===== config.mk =====
export PLATFORM = sky130hd
export DESIGN_NAME = lm70_read_scheduler
export DESIGN_NICKNAME = d
export VERILOG_FILES = /design/src/rtl/lm70_read_scheduler.sv
export SDC_FILE = /design/constraint.sdc
export NUM_CORES = 1
export LEC_CHECK = 0
export BUFFER_PORTS_ARGS = -buffer_cell sky130_fd_sc_hd__buf_4
export CORE_ASPECT_RATIO = 1.5
export CORE_UTILIZATION = 60
export CTS_CLUSTER_DIAMETER = 200
export DETAILED_ROUTE_END_ITERATION = 7
export PLACE_DENSITY = 0.83
export SYNTH_ARGS = -nofsm -noshare
export SYNTH_HDL_FRONTEND = slang
export SYNTH_SLANG_ARGS = --single-unit
export TNS_END_PERCENT = 20

===== constraint.sdc =====
create_clock -name clk -period 2.8 [get_ports clk]
set_input_delay 0.42 -clock clk [delete_from_list [all_inputs] [get_ports clk]]
set_output_delay 0.42 -clock clk [all_outputs]
set_load 0.01 [all_outputs]

===== src/rtl/lm70_read_scheduler.sv =====
// LM70 SPI read sequencer: periodic/one-shot requests, CS/SCK timing,
// frame capture, and a one-entry valid/ready output buffer with overrun flag.
`timescale 1ns/1ps
module lm70_read_scheduler #(
  parameter int unsigned CLK_DIV    = 2,
  parameter int unsigned FRAME_BITS = 16,
  parameter int unsigned CS_SETUP   = 2,
  parameter int unsigned CS_HOLD    = 2,
  parameter int unsigned CS_GAP     = 4,
  parameter int unsigned PERIOD     = 200
) (
  input  logic                  clk,
  input  logic                  rst,
  input  logic                  en,
  input  logic                  trig,
  input  logic                  miso,
  output logic                  cs_n,
  output logic                  sck,
  output logic                  busy,
  output logic [FRAME_BITS-1:0] sample,
  output logic                  sample_valid,
  input  logic                  sample_ready,
  output logic                  overrun,
  input  logic                  clr_ovr
);

  localparam int unsigned PHASE_LEN = 2 * CLK_DIV;
  localparam int unsigned MAX_A     = (CS_SETUP > PHASE_LEN) ? CS_SETUP : PHASE_LEN;
  localparam int unsigned MAX_B     = (CS_HOLD > CS_GAP) ? CS_HOLD : CS_GAP;
  localparam int unsigned CNT_MAX   = (MAX_A > MAX_B) ? MAX_A : MAX_B;
  localparam int unsigned CNT_W     = (CNT_MAX > 1) ? $clog2(CNT_MAX) : 1;
  localparam int unsigned BIT_W     = (FRAME_BITS > 1) ? $clog2(FRAME_BITS) : 1;
  localparam int unsigned PER_W     = (PERIOD > 1) ? $clog2(PERIOD) : 1;

  localparam logic [CNT_W-1:0] SETUP_LAST = CNT_W'(CS_SETUP - 1);
  localparam logic [CNT_W-1:0] LOW_LAST   = CNT_W'(CLK_DIV - 1);
  localparam logic [CNT_W-1:0] HIGH_LAST  = CNT_W'(PHASE_LEN - 1);
  localparam logic [CNT_W-1:0] HOLD_LAST  = CNT_W'(CS_HOLD - 1);
  localparam logic [CNT_W-1:0] GAP_LAST   = CNT_W'(CS_GAP - 1);
  localparam logic [BIT_W-1:0] BIT_LAST   = BIT_W'(FRAME_BITS - 1);
  localparam logic [PER_W-1:0] PER_LAST   = PER_W'(PERIOD - 1);

  typedef enum logic [2:0] {
    IDLE,
    SETUP,
    SHIFT,
    HOLD,
    GAP
  } state_t;

  state_t                state;
  logic [CNT_W-1:0]      cnt;
  logic [BIT_W-1:0]      bit_cnt;
  logic [FRAME_BITS-1:0] shreg;
  logic [PER_W-1:0]      per_cnt;
  logic                  pending;
  logic                  tick;
  logic                  leaving_idle;
  logic                  frame_done;
  logic                  accept;

  always_comb begin
    tick         = en && (per_cnt == PER_LAST);
    leaving_idle = (state == IDLE) && pending;
    frame_done   = (state == HOLD) && (cnt == HOLD_LAST);
    accept       = sample_valid && sample_ready;
  end

  always_ff @(posedge clk or posedge rst) begin
    if (rst) begin
      per_cnt <= '0;
    end else if (!en || tick) begin
      per_cnt <= '0;
    end else begin
      per_cnt <= per_cnt + 1'b1;
    end
  end

  // A new request on the exit edge survives the clear, so it is not lost.
  always_ff @(posedge clk or posedge rst) begin
    if (rst) begin
      pending <= 1'b0;
    end else begin
      pending <= trig || tick || (pending && !leaving_idle);
    end
  end

  always_ff @(posedge clk or posedge rst) begin
    if (rst) begin
      state   <= IDLE;
      cnt     <= '0;
      bit_cnt <= '0;
      shreg   <= '0;
      cs_n    <= 1'b1;
      sck     <= 1'b0;
      busy    <= 1'b0;
    end else begin
      case (state)
        IDLE: begin
          if (pending) begin
            state <= SETUP;
            cs_n  <= 1'b0;
            busy  <= 1'b1;
            cnt   <= '0;
          end
        end
        SETUP: begin
          if (cnt == SETUP_LAST) begin
            state   <= SHIFT;
            cnt     <= '0;
            bit_cnt <= '0;
          end else begin
            cnt <= cnt + 1'b1;
          end
        end
        SHIFT: begin
          if (cnt == LOW_LAST) begin
            sck   <= 1'b1;
            shreg <= {shreg[FRAME_BITS-2:0], miso};
            cnt   <= cnt + 1'b1;
          end else if (cnt == HIGH_LAST) begin
            sck <= 1'b0;
            cnt <= '0;
            if (bit_cnt == BIT_LAST) begin
              state <= HOLD;
            end else begin
              bit_cnt <= bit_cnt + 1'b1;
            end
          end else begin
            cnt <= cnt + 1'b1;
          end
        end
        HOLD: begin
          if (cnt == HOLD_LAST) begin
            state <= GAP;
            cs_n  <= 1'b1;
            cnt   <= '0;
          end else begin
            cnt <= cnt + 1'b1;
          end
        end
        GAP: begin
          if (cnt == GAP_LAST) begin
            state <= IDLE;
            busy  <= 1'b0;
            cnt   <= '0;
          end else begin
            cnt <= cnt + 1'b1;
          end
        end
        default: begin
          state <= IDLE;
          cs_n  <= 1'b1;
          sck   <= 1'b0;
          busy  <= 1'b0;
          cnt   <= '0;
        end
      endcase
    end
  end

  // A frame finishing on an accept edge replaces the old entry instead of dropping.
  always_ff @(posedge clk or posedge rst) begin
    if (rst) begin
      sample       <= '0;
      sample_valid <= 1'b0;
      overrun      <= 1'b0;
    end else begin
      if (frame_done && (!sample_valid || sample_ready)) begin
        sample       <= shreg;
        sample_valid <= 1'b1;
      end else if (accept) begin
        sample_valid <= 1'b0;
      end
      if (frame_done && sample_valid && !sample_ready) begin
        overrun <= 1'b1;
      end else if (clr_ovr) begin
        overrun <= 1'b0;
      end
    end
  end

endmodule


==> Word-level counts from Yosys, hierarchy flattened <==
Cells that the tools add are included.
{ "totals": {"elab_cells": 96, "input_bits": 7, "ff_bits": 55, "out_inout_bits": 21} }
{ "op_classes": {"n_eq_ne": 17, "muxes": 31, "addsub": 3, "bitwise": 3, "reduce_logical": 30} }
{ "op_table": {"columns": ["op", "count"], "rows": [
  ["3-bit two-way mux", 7],
  ["4-bit two-way mux", 4],
  ["3-bit one-hot mux with 5 select lines", 1],
  ["2-bit inequality test (second input constant)", 7],
  ["1-bit two-way mux", 9],
  ["8-bit by 1-bit adder with 8-bit output (second input constant)", 1],
  ["8-bit == test (second input constant)", 1],
  ["1-bit logical AND", 8],
  ["2-bit two-way mux", 4],
  ["8-bit two-way mux", 1],
  ["2-bit one-hot mux with 4 select lines", 1],
  ["4-bit one-hot mux with 2 select lines", 1],
  ["7-bit AND reduction", 1],
  ["3-bit by 2-bit == test with 1-bit output (second input constant)", 2],
  ["1-bit one-hot mux with 3 select lines", 2],
  ["3-bit AND reduction", 2],
  ["2-bit nonzero test", 3],
  ["3-bit OR reduction", 2],
  ["5-bit AND reduction", 1],
  ["4-bit by 1-bit adder with 4-bit output (second input constant)", 1],
  ["4-bit == test (second input constant)", 1],
  ["1-bit zero test", 4],
  ["1-bit logical OR", 4],
  ["2-bit AND reduction", 2],
  ["12 further kinds", 14]
]} }

==> Longest topological paths before layout <==
Gate-level depths: netlist (run 1).
{ "logic_depth": {"word_depth": 5, "depth_mapped": 7} }

==> Worst setup path after synthesis (run 1) <==
Ideal clock, no wire load.
{ "synth_timing": {"kind": "register -> register", "startpoint": "reg cnt[1]", "endpoint": "reg sample[0]", "arrival_ns": 1.621, "slack_ns": 1.054, "n_path_buf": 2, "path_stages_with_launch": 8, "synth_period_minus_slack_ns": 1.746, "cell_sequence": "dfrtp_1 -> inv_1 -> ha_1 -> and3_4 -> and3_4 -> buf_6 -> buf_6 -> mux2_4"} }
{ "synth_via": {"elab_chain_cells": 3} }
{ "synth_lines": {"columns": ["item", "line", "text"], "rows": [
  ["from (decl)", "52", "logic [CNT_W-1:0] cnt;"],
  ["from (signal assigned)", "113", "cnt <= cnt + 1'b1;"],
  ["from (signal assigned)", "120", "cnt <= cnt + 1'b1;"],
  ["from (signal assigned)", "130", "cnt <= cnt + 1'b1;"],
  ["2-bit by 1-bit == test with 1-bit output", "65", "frame_done = (state == HOLD) && (cnt == HOLD_LAST);"],
  ["1-bit logical AND", "65", null],
  ["1-bit logical AND", "169", "if (frame_done && (!sample_valid || sample_ready)) begin"],
  ["to (signal assigned)", "170", "sample <= shreg;"],
  ["to (decl)", "20", "output logic [FRAME_BITS-1:0] sample,"]
]} }
Every way passes these cells.
A chain may end at the register's enable or synchronous reset.

==> Worst setup path in the final report (run 1) <==
{ "layout_timing": {"startpoint": "reg cnt[1]", "endpoint": "reg shreg[10]"} }
{ "layout_via": {"elab_chain_cells": 2} }
{ "layout_lines": {"columns": ["item", "line", "text"], "rows": [
  ["2-bit by 1-bit == test with 1-bit output", "117", "if (cnt == LOW_LAST) begin"],
  ["2-bit AND reduction (no source line)", null, null],
  ["to (signal assigned)", "119", "shreg <= {shreg[FRAME_BITS-2:0], miso};"],
  ["to (decl)", "54", "logic [FRAME_BITS-1:0] shreg;"]
]} }
Every way passes these cells.

==> reports/results.tsv, run 1 <==
metric	value	unit
status	finished, final reports clean	
Post-layout nets	239	
max-cap violations	0	
async set or reset register ratio after synthesis	100	%
die area	4470	um^2
post-synthesis cell area	2520	um^2
hold buffers post-CTS	0	
Post-route DRC	0	
Yosys Warn Count	0	
Fillers	282	
unrepaired setup endpoints after global routing	no	
Worst Path Required	2990	ps
CP startpoint kind	register	
Final Instance Area	2870	um^2
met3 WL	102	um
layout cells sized above 1	33.3	%
syn_area_per_cell	12.8	um^2
FF+latch count, synth	55	
critical path type	register to register	
placed cell area	2740	um^2
antenna-violating nets left	0	
first-pass GRT wire length	7370	um
met2 wire length	2230	um
area grow syn2layout	13.8	%
most common flop cell mapped by yosys	dfrtp_1	
# Post-CTS Setup Buffers	0	
TritonCTS Buffers	5	
Remaining Overflow, GRT	0	
Starting Density	63.2	%
initial DRC count	22	
VDD IR max	0.637	mV
antenna violations before repair	0	
syn_nets	209	
Power Dens Cells	816	nW/um^2
Vert. Die Dim	81.4	um
io pins	28	
Setup violations, final	0	
Placer Congestion	0.812	
wl on met1	1980	um
post_cts resized	0	
period utilisation layout	67.3	%
Die W	55.0	um
Slew Limit Fails	0	
Root Driver	clkbuf_8	
top layer reached by signal wires	met4	
Post-Syn Instances	197	
vias in the first global route	1630	
Worst slew margin	64.8	%
latest clock arrival within the worst-skew pair	300	ps
vias per cell	5.66	
deepest clock path buffer count	2	
sequential fraction of the synthesis area	54.6	%
Worst-Margin Slew	528	ps
number of synthesized flops with an enable pin	0	
Vias	1546	
hpwl dp	3070	um
total wire length	4350	um
H-tree depth	2	
Static Leak	1.42	nW
GRT Overall Usage	23.1	%
Worst Skew	11.1	ps
pin count of the biggest net entering global routing	26	
minimum clock period	1880	ps
critical path peak fanout	16	
first drt pass iteration count	4	
arrival time at the worst endpoint	2070	ps
Setup TNS Final	0	ps
antenna cells	0	
CTS sink count	55	
Wirelength per Cell	15.9	um
CP Capture Type	register	
final hold violations	0	
clock transition at the registers of the reported paths	100	ps
register-to-register setup slack	920	ps
HP Class	input port to asynchronous set/reset pin	
CTS tree	done	
Std-Cell Rows	28	
FMAX	0.531	GHz
most common cell after layout, fill and taps aside	dfrtp_1	
Synth cell types	47	
commonest cells after routing, fill and taps aside	dfrtp_1 (54), buf_4 (30), mux2_4 (20)	
# port buffers	27	
Core ar.	3990	um^2
## flip-flops by register name (all words and copies together) (netlist names)
signal	count
sample	16
shreg	16
per_cnt	8
bit_cnt	4
state	3
cnt	2
busy	1
cs_n	1
overrun	1
pending	1
sample_valid	1
sck	1
## report_power, final
| group | total (W) | leakage, nW | internal (W) | switching (W) |
|---|---|---|---|---|
| registers | 0.00109 | 0.735 | 0.000924 | 0.000161 |
| clock network | 0.000604 | 0.0654 | 0.000357 | 0.000246 |
| logic | 0.000656 | 0.616 | 0.000358 | 0.000298 |
| total | 0.00235 | 1.42 | 0.00164 | 0.000705 |
## synthesized netlist by cell type, drive strengths merged (2+ instances only)
cell type   n  area share [%]
dfrtp      54              54
mux2       33              18
nand2      13             1.9
nor2       12             1.8
inv        10             1.5
a21oi       8             1.6
o21ai       7             1.4
buf         6             2.4
ha          5             2.5
xnor2       5             1.7
nand3       4            0.79
and2        3            0.74
and3        3             1.1
nand2b      3            0.74
nor2b       3            0.74
mux2i       2            0.79
nor3b       2            0.79
xor2        2            0.69
## worst max-delay path, cell delays in order, from the launching register on
cell,delay (ps)
dfrtp_1,420
inv_1,70
ha_1,260
and3_4,240
nor2b_1,120
buf_4,280
mux2_2,370
## through the flow
step                      hold WS, ps  util, %  total power, W  setup WS, ps  instances
after floorplan                   433        -         0.00160          1040        197
after CTS                        86.7     71.9         0.00236           942        273
after detailed placement          431     68.6         0.00175           952        265
after global routing             98.5     71.9         0.00249           836        273
after global placement            421     68.6         0.00173          1010        265
final                            83.9     71.9         0.00235           916        273
## kinds of logic (layout without fill, tap and decap cells)
logic type	after synthesis	after routing	share of synthesized area [%]
and+or+nand+nor	51	51	11.0
AOI/OAI and AO/OA	27	27	6.94
adders and majority gates	5	5	2.48
xor gates and xnor gates	7	7	2.43
buffers and inverters	17	48	4.06
muxes	35	35	18.5
DFF	55	55	54.6
## per-layer routing
metal	vias up	track usage, %
li1	746	-
met1	767	29.6
met2	29	37.3
met3	4	4.81
met4	0	9.25
met5	-	0
## path summary, 6_finish.rpt
kind / to / from / cells past startpoint
min in group clk: pending$_DFF_PP0_ / trig / 2
max in group asynchronous: sample[11]$_DFFE_PP0P_ / rst / 3
min reg2reg: per_cnt[0]$_DFF_PP0_ / per_cnt[0]$_DFF_PP0_ / 1
min: sample[1]$_DFFE_PP0P_ / rst / 2
max reg2reg: shreg[10]$_DFFE_PP0P_ / cnt[1]$_DFFE_PP0P_ / 6
max: shreg[10]$_DFFE_PP0P_ / cnt[1]$_DFFE_PP0P_ / 6
## final cells by class
class	count	area (um^2)	area share, %
Timing Repair Buffer	30	225	7.84
Clock buffer	6	72.6	2.53
Sequential cell	55	1380	48.0
Multi-Input combinational cell	125	1040	36.3
Tap cell	45	56.3	1.96
Clock inverter	2	60.1	2.09
Inverter	10	37.5	1.31
No activity file was read; power rests on OpenSTA's default activity.
==> run 2: changes to the inputs <==
Settings changed: CORE_UTILIZATION 60 to 52, PLACE_DENSITY 0.83 to 0.77.
Clock period 2.8 ns to 1.5 ns, I/O delays scaled along.
==> run 2 against run 1 <==
The run now ends with negative setup slack left. Global-route usage down 2.1 points. Design area rose by 9.9%. First-iteration DRC count increased by 68%. Count of clock-buffer cells in the layout is 1 lower. Sequential power is 79% higher. Clock skew decreased by 1.7 ps. Non-clock buffer count up 20.
==> reports/results.tsv, run 2 (synthesis results as in run 1) <==
metric	value	unit
status	finished, violations left	
failing checks	negative setup slack	
period utilisation layout	104	%
Fillers	339	
placed cell area	2940	um^2
Setup violations, final	34	
antenna-violating nets left	0	
latest clock arrival within the worst-skew pair	310	ps
CP startpoint kind	register	
Placer Congestion	0.875	
first drt pass iteration count	4	
CTS sink count	55	
final hold slack	91.6	ps
multi-input logic area	1150	um^2
Worst-Margin Slew	394	ps
CP Capture Type	register	
# port buffers	27	
final worst-path setup slack	-59.6	ps
total wire length	4870	um
VDD IR max	0.854	mV
clock transition at the registers of the reported paths	100	ps
GRT Overall Usage	21.0	%
CTS tree	done	
Worst Skew	9.39	ps
hpwl dp	3260	um
register area	1380	um^2
commonest cells after routing, fill and taps aside	dfrtp_1 (54), buf_4 (46), mux2_4 (32)	
slowest CP cell	dfrtp_1	
Core ar.	4580	um^2
Std-Cell Rows	30	
pre-CTS WS	-112	ps
unrepaired setup endpoints after global routing	yes	
H-tree depth	2	
vias in the first global route	1698	
Post-route DRC	0	
layout cells sized above 1	41.8	%
critical path type	register to register	
Core Util, Final	68.9	%
Slew Limit Fails	0	
worst path cell trace	inv_2 -> ha_4 -> and3_4 -> nor2b_4 -> buf_6 -> mux2_4	
first-pass GRT wire length	7970	um
HP Class	input port to register	
CP peak stage delay	410	ps
Buf/Inv on CP	2	
pin count of the biggest net entering global routing	39	
Final Instance Area	3160	um^2
minimum clock period	1560	ps
die area	5140	um^2
delay-heaviest family, CP	flip-flops	
initial DRC count	37	
Wirelength per Cell	15.6	um
Worst Path Required	1700	ps
TritonCTS Buffers	5	
arrival time at the worst endpoint	1760	ps
critical path peak fanout	8	
most common cell after layout, fill and taps aside	dfrtp_1	
area grow syn2layout	25.1	%
biggest regs	sample (16), shreg (16), per_cnt (8)	
Remaining Overflow, GRT	0	
Vias	1645	
Static Leak	1.53	nW
Root Driver	clkbuf_8	
final hold violations	0	
vias per cell	5.26	
Post-layout nets	260	
Die W	58.9	um
Worst slew margin	73.7	%
max-cap violations	0	
antenna violations before repair	0	
FMAX	0.641	GHz
Power Dens Cells	1460	nW/um^2
io pins	28	
Vert. Die Dim	87.3	um
Starting Density	55.1	%
deepest clock path buffer count	2	
antenna cells	0	
run 2: area by class of cell:
class | count | share of cell area [%]
timing repair buffer | 50 | 12.6
multi-input combinational | 126 | 36.3
clock inverter | 3 | 1.51
tap | 64 | 2.54
inverter | 10 | 1.19
clock buffer | 5 | 2.18
sequential | 55 | 43.6
run 2: metal layers:
layer  up-vias  wire length, um  track usage [%]
li1        782                -                -
met5         -                0                0
met1       830             2090             24.5
met2        26             2610             37.3
met4         0               63             8.66
met3         7              116             3.57
run 2: power by group:
group | total [W] | switching (W) | internal (W)
Sequential | 0.00195 | 0.000218 | 0.00173
Combinational | 0.00166 | 0.000756 | 0.000903
Clock | 0.00101 | 0.000503 | 0.000506
Total | 0.00461 | 0.00148 | 0.00314
run 2: final timing paths:
check / start / end / slack (ps) / cells past startpoint
max: cnt[1]$_DFFE_PP0P_ / shreg[4]$_DFFE_PP0P_ / -60 / 6
min: clr_ovr / overrun$_DFFE_PP0P_ / 90 / 2
max reg2reg: cnt[1]$_DFFE_PP0P_ / shreg[4]$_DFFE_PP0P_ / -60 / 6
min reg2reg: per_cnt[0]$_DFF_PP0_ / per_cnt[0]$_DFF_PP0_ / 490 / 1
max in group asynchronous: rst / shreg[3]$_DFFE_PP0P_ / 520 / 4
min in group asynchronous: rst / per_cnt[6]$_DFF_PP0_ / 450 / 3
run 2: through the flow:
step           cells  TNS [ps]  power [W]
2_1_floorplan    197     -6260    0.00302
3_3_place_gp     302      -943    0.00353
3_5_place_dp     302     -2120    0.00358
4_1_cts          315     -2800    0.00470
5_1_grt          313     -3400    0.00487
6_report         313     -1240    0.00461
run 2: repair_timing:
| item | 4_1_cts | 5_1_grt |
|---|---|---|
| setup endpoints to repair | 41 | 43 |
| buffers inserted | 2 | 0 |
| gates resized for setup | 16 | 8 |
| endpoints found under the hold margin | 16 | 0 |
| cloned | 2 | 0 |
| hold buffers | 1 | 0 |
| pin swaps | 1 | 1 |
==> run 3: changes to the inputs <==
Settings changed: CORE_UTILIZATION 52 to 54, CTS_BUF_LIST from default to sky130_fd_sc_hd__clkbuf_4, PLACE_DENSITY 0.77 to 0.79.
==> run 3 against run 2 <==
Clock power decreased by 35%. Sequential share of layout area shrank 1.3 points. Count of clock-buffer cells in the layout unchanged. Register-to-register slack gained 20 ps. Hold slack worse by 53 ps. The flow finishes with violations (design-rule violations, negative setup slack). Maximum frequency grew 1.3%.
==> reports/results.tsv, run 3 (synthesis results as in run 1) <==
metric	value	unit
Placer Congestion	0.889	
Critical Path Start	cnt[1]$_DFFE_PP0P_	
first-pass GRT wire length	7900	um
latest clock arrival within the worst-skew pair	370	ps
Worst slew margin	80.7	%
critical path peak fanout	8	
met3 WL	201	um
io pins	28	
Std-Cell Rows	30	
antenna-violating nets left	0	
Post-layout nets	270	
Post-route DRC	4	
CTS tree	done	
deepest clock path buffer count	2	
minimum clock period	1540	ps
top layer reached by signal wires	met4	
Starting Density	56.0	%
area grow syn2layout	29.3	%
Finished Layout Cells	307	
clock transition at the registers of the reported paths	160	ps
Wirelength per Cell	16.9	um
Die W	57.8	um
antenna violations before repair	0	
most common cell after layout, fill and taps aside	dfrtp_1	
max-cap violations	0	
critical path type	register to register	
VDD IR max	0.946	mV
final worst-path setup slack	-39.6	ps
Remaining Overflow, GRT	0	
commonest cells after routing, fill and taps aside	dfrtp_1 (52), buf_4 (51), mux2_4 (33)	
vias in the first global route	1736	
Slew Limit Fails	0	
Worst-Margin Slew	285	ps
first drt pass iteration count	8	
TritonCTS Buffers	5	
failing checks	design-rule violations, negative setup slack	
Core ar.	4500	um^2
CTS sink count	55	
die area	4960	um^2
worst hold start	clr_ovr	
FMAX	0.650	GHz
unrepaired setup endpoints after global routing	yes	
total wire length	5190	um
vias per cell	5.68	
Worst Skew	21.2	ps
WHS Path Cells	2	
Vert. Die Dim	85.7	um
period utilisation layout	103	%
# port buffers	27	
final hold violations	0	
HP Class	input port to register	
wl on met1	2070	um
initial DRC count	35	
status	finished, violations left	
Fillers	302	
register-to-register setup slack	-40	ps
Setup violations, final	32	
layout cells sized above 1	47.5	%
GRT Overall Usage	20.9	%
Power Dens Cells	1410	nW/um^2
reg2reg start	cnt[1]$_DFFE_PP0P_	
pin count of the biggest net entering global routing	56	
antenna cells	0	
H-tree depth	2	
dpl cells	288	
Worst Path Required	1780	ps
hpwl dp	3220	um
arrival time at the worst endpoint	1820	ps
CP startpoint kind	register	
placed cell area	2950	um^2
Static Leak	1.59	nW
CP Capture Type	register	
biggest regs	sample (16), shreg (16), per_cnt (8)	
Root Driver	clkbuf_4	
Final Instance Area	3260	um^2
R2R depth	6	
Vias	1745	
met2 wire length	2840	um
run 3: path summary, 6_finish.rpt:
check | endpoint
max | shreg[0]$_DFFE_PP0P_
min | overrun$_DFFE_PP0P_
max reg2reg | shreg[0]$_DFFE_PP0P_
min reg2reg | per_cnt[0]$_DFF_PP0_
max in group asynchronous | cs_n$_DFFE_PP1P_
min in group asynchronous | sample[14]$_DFFE_PP0P_
run 3: routing by layer:
layer,GRT usage (%),up-vias
met5,0,-
met4,6.71,0
met3,4.07,10
met2,37.6,52
li1,-,809
met1,24.4,874
run 3: final cells by class:
type	instances	area, um^2	share of cell area (%)
inverters	10	37.5	1.15
multi-input cells	125	1200	36.7
clock buffers	5	37.5	1.15
well taps	48	60.1	1.84
clock inverters	3	22.5	0.690
flip-flops and latches	55	1380	42.3
repair buffers	61	528	16.2
run 3: power by group:
| group | internal, W | total (W) | switching, W |
|---|---|---|---|
| Combinational | 0.00113 | 0.00199 | 0.000858 |
| Clock | 0.000190 | 0.000655 | 0.000465 |
| Sequential | 0.00173 | 0.00197 | 0.000241 |
| Total | 0.00305 | 0.00461 | 0.00156 |
run 3: critical path, stage by stage, from the launching register on:
cell and delay (ps):
dfrtp_1 420, inv_2 70, ha_4 120, and3_4 170, nor2b_4 190, clkbuf_16 190, mux2_4 300
run 3: repair_timing:
| item | 4_1_cts | 5_1_grt |
|---|---|---|
| resized for setup | 23 | 19 |
| endpoints found under the setup margin | 38 | 43 |
| pin swaps | 0 | 3 |
| buffers inserted | 1 | 7 |
| hold buffers | 1 | 0 |
| cloned | 1 | 1 |
| endpoints found under the hold margin | 54 | 0 |
run 3: per-stage QoR:
step           power, W  hold slack (ps)  setup WS, ps  TNS, ps  util [%]
3_3_place_gp    0.00355              305         -40.3     -249      65.4
6_report        0.00461             38.7         -39.6     -397      72.4
2_1_floorplan   0.00302              334          -140    -6260         -
5_1_grt         0.00486             4.80         -88.9    -1900      72.4
3_5_place_dp    0.00359              306         -98.6    -1210      65.4
4_1_cts         0.00438             30.1         -54.1    -1070      69.4
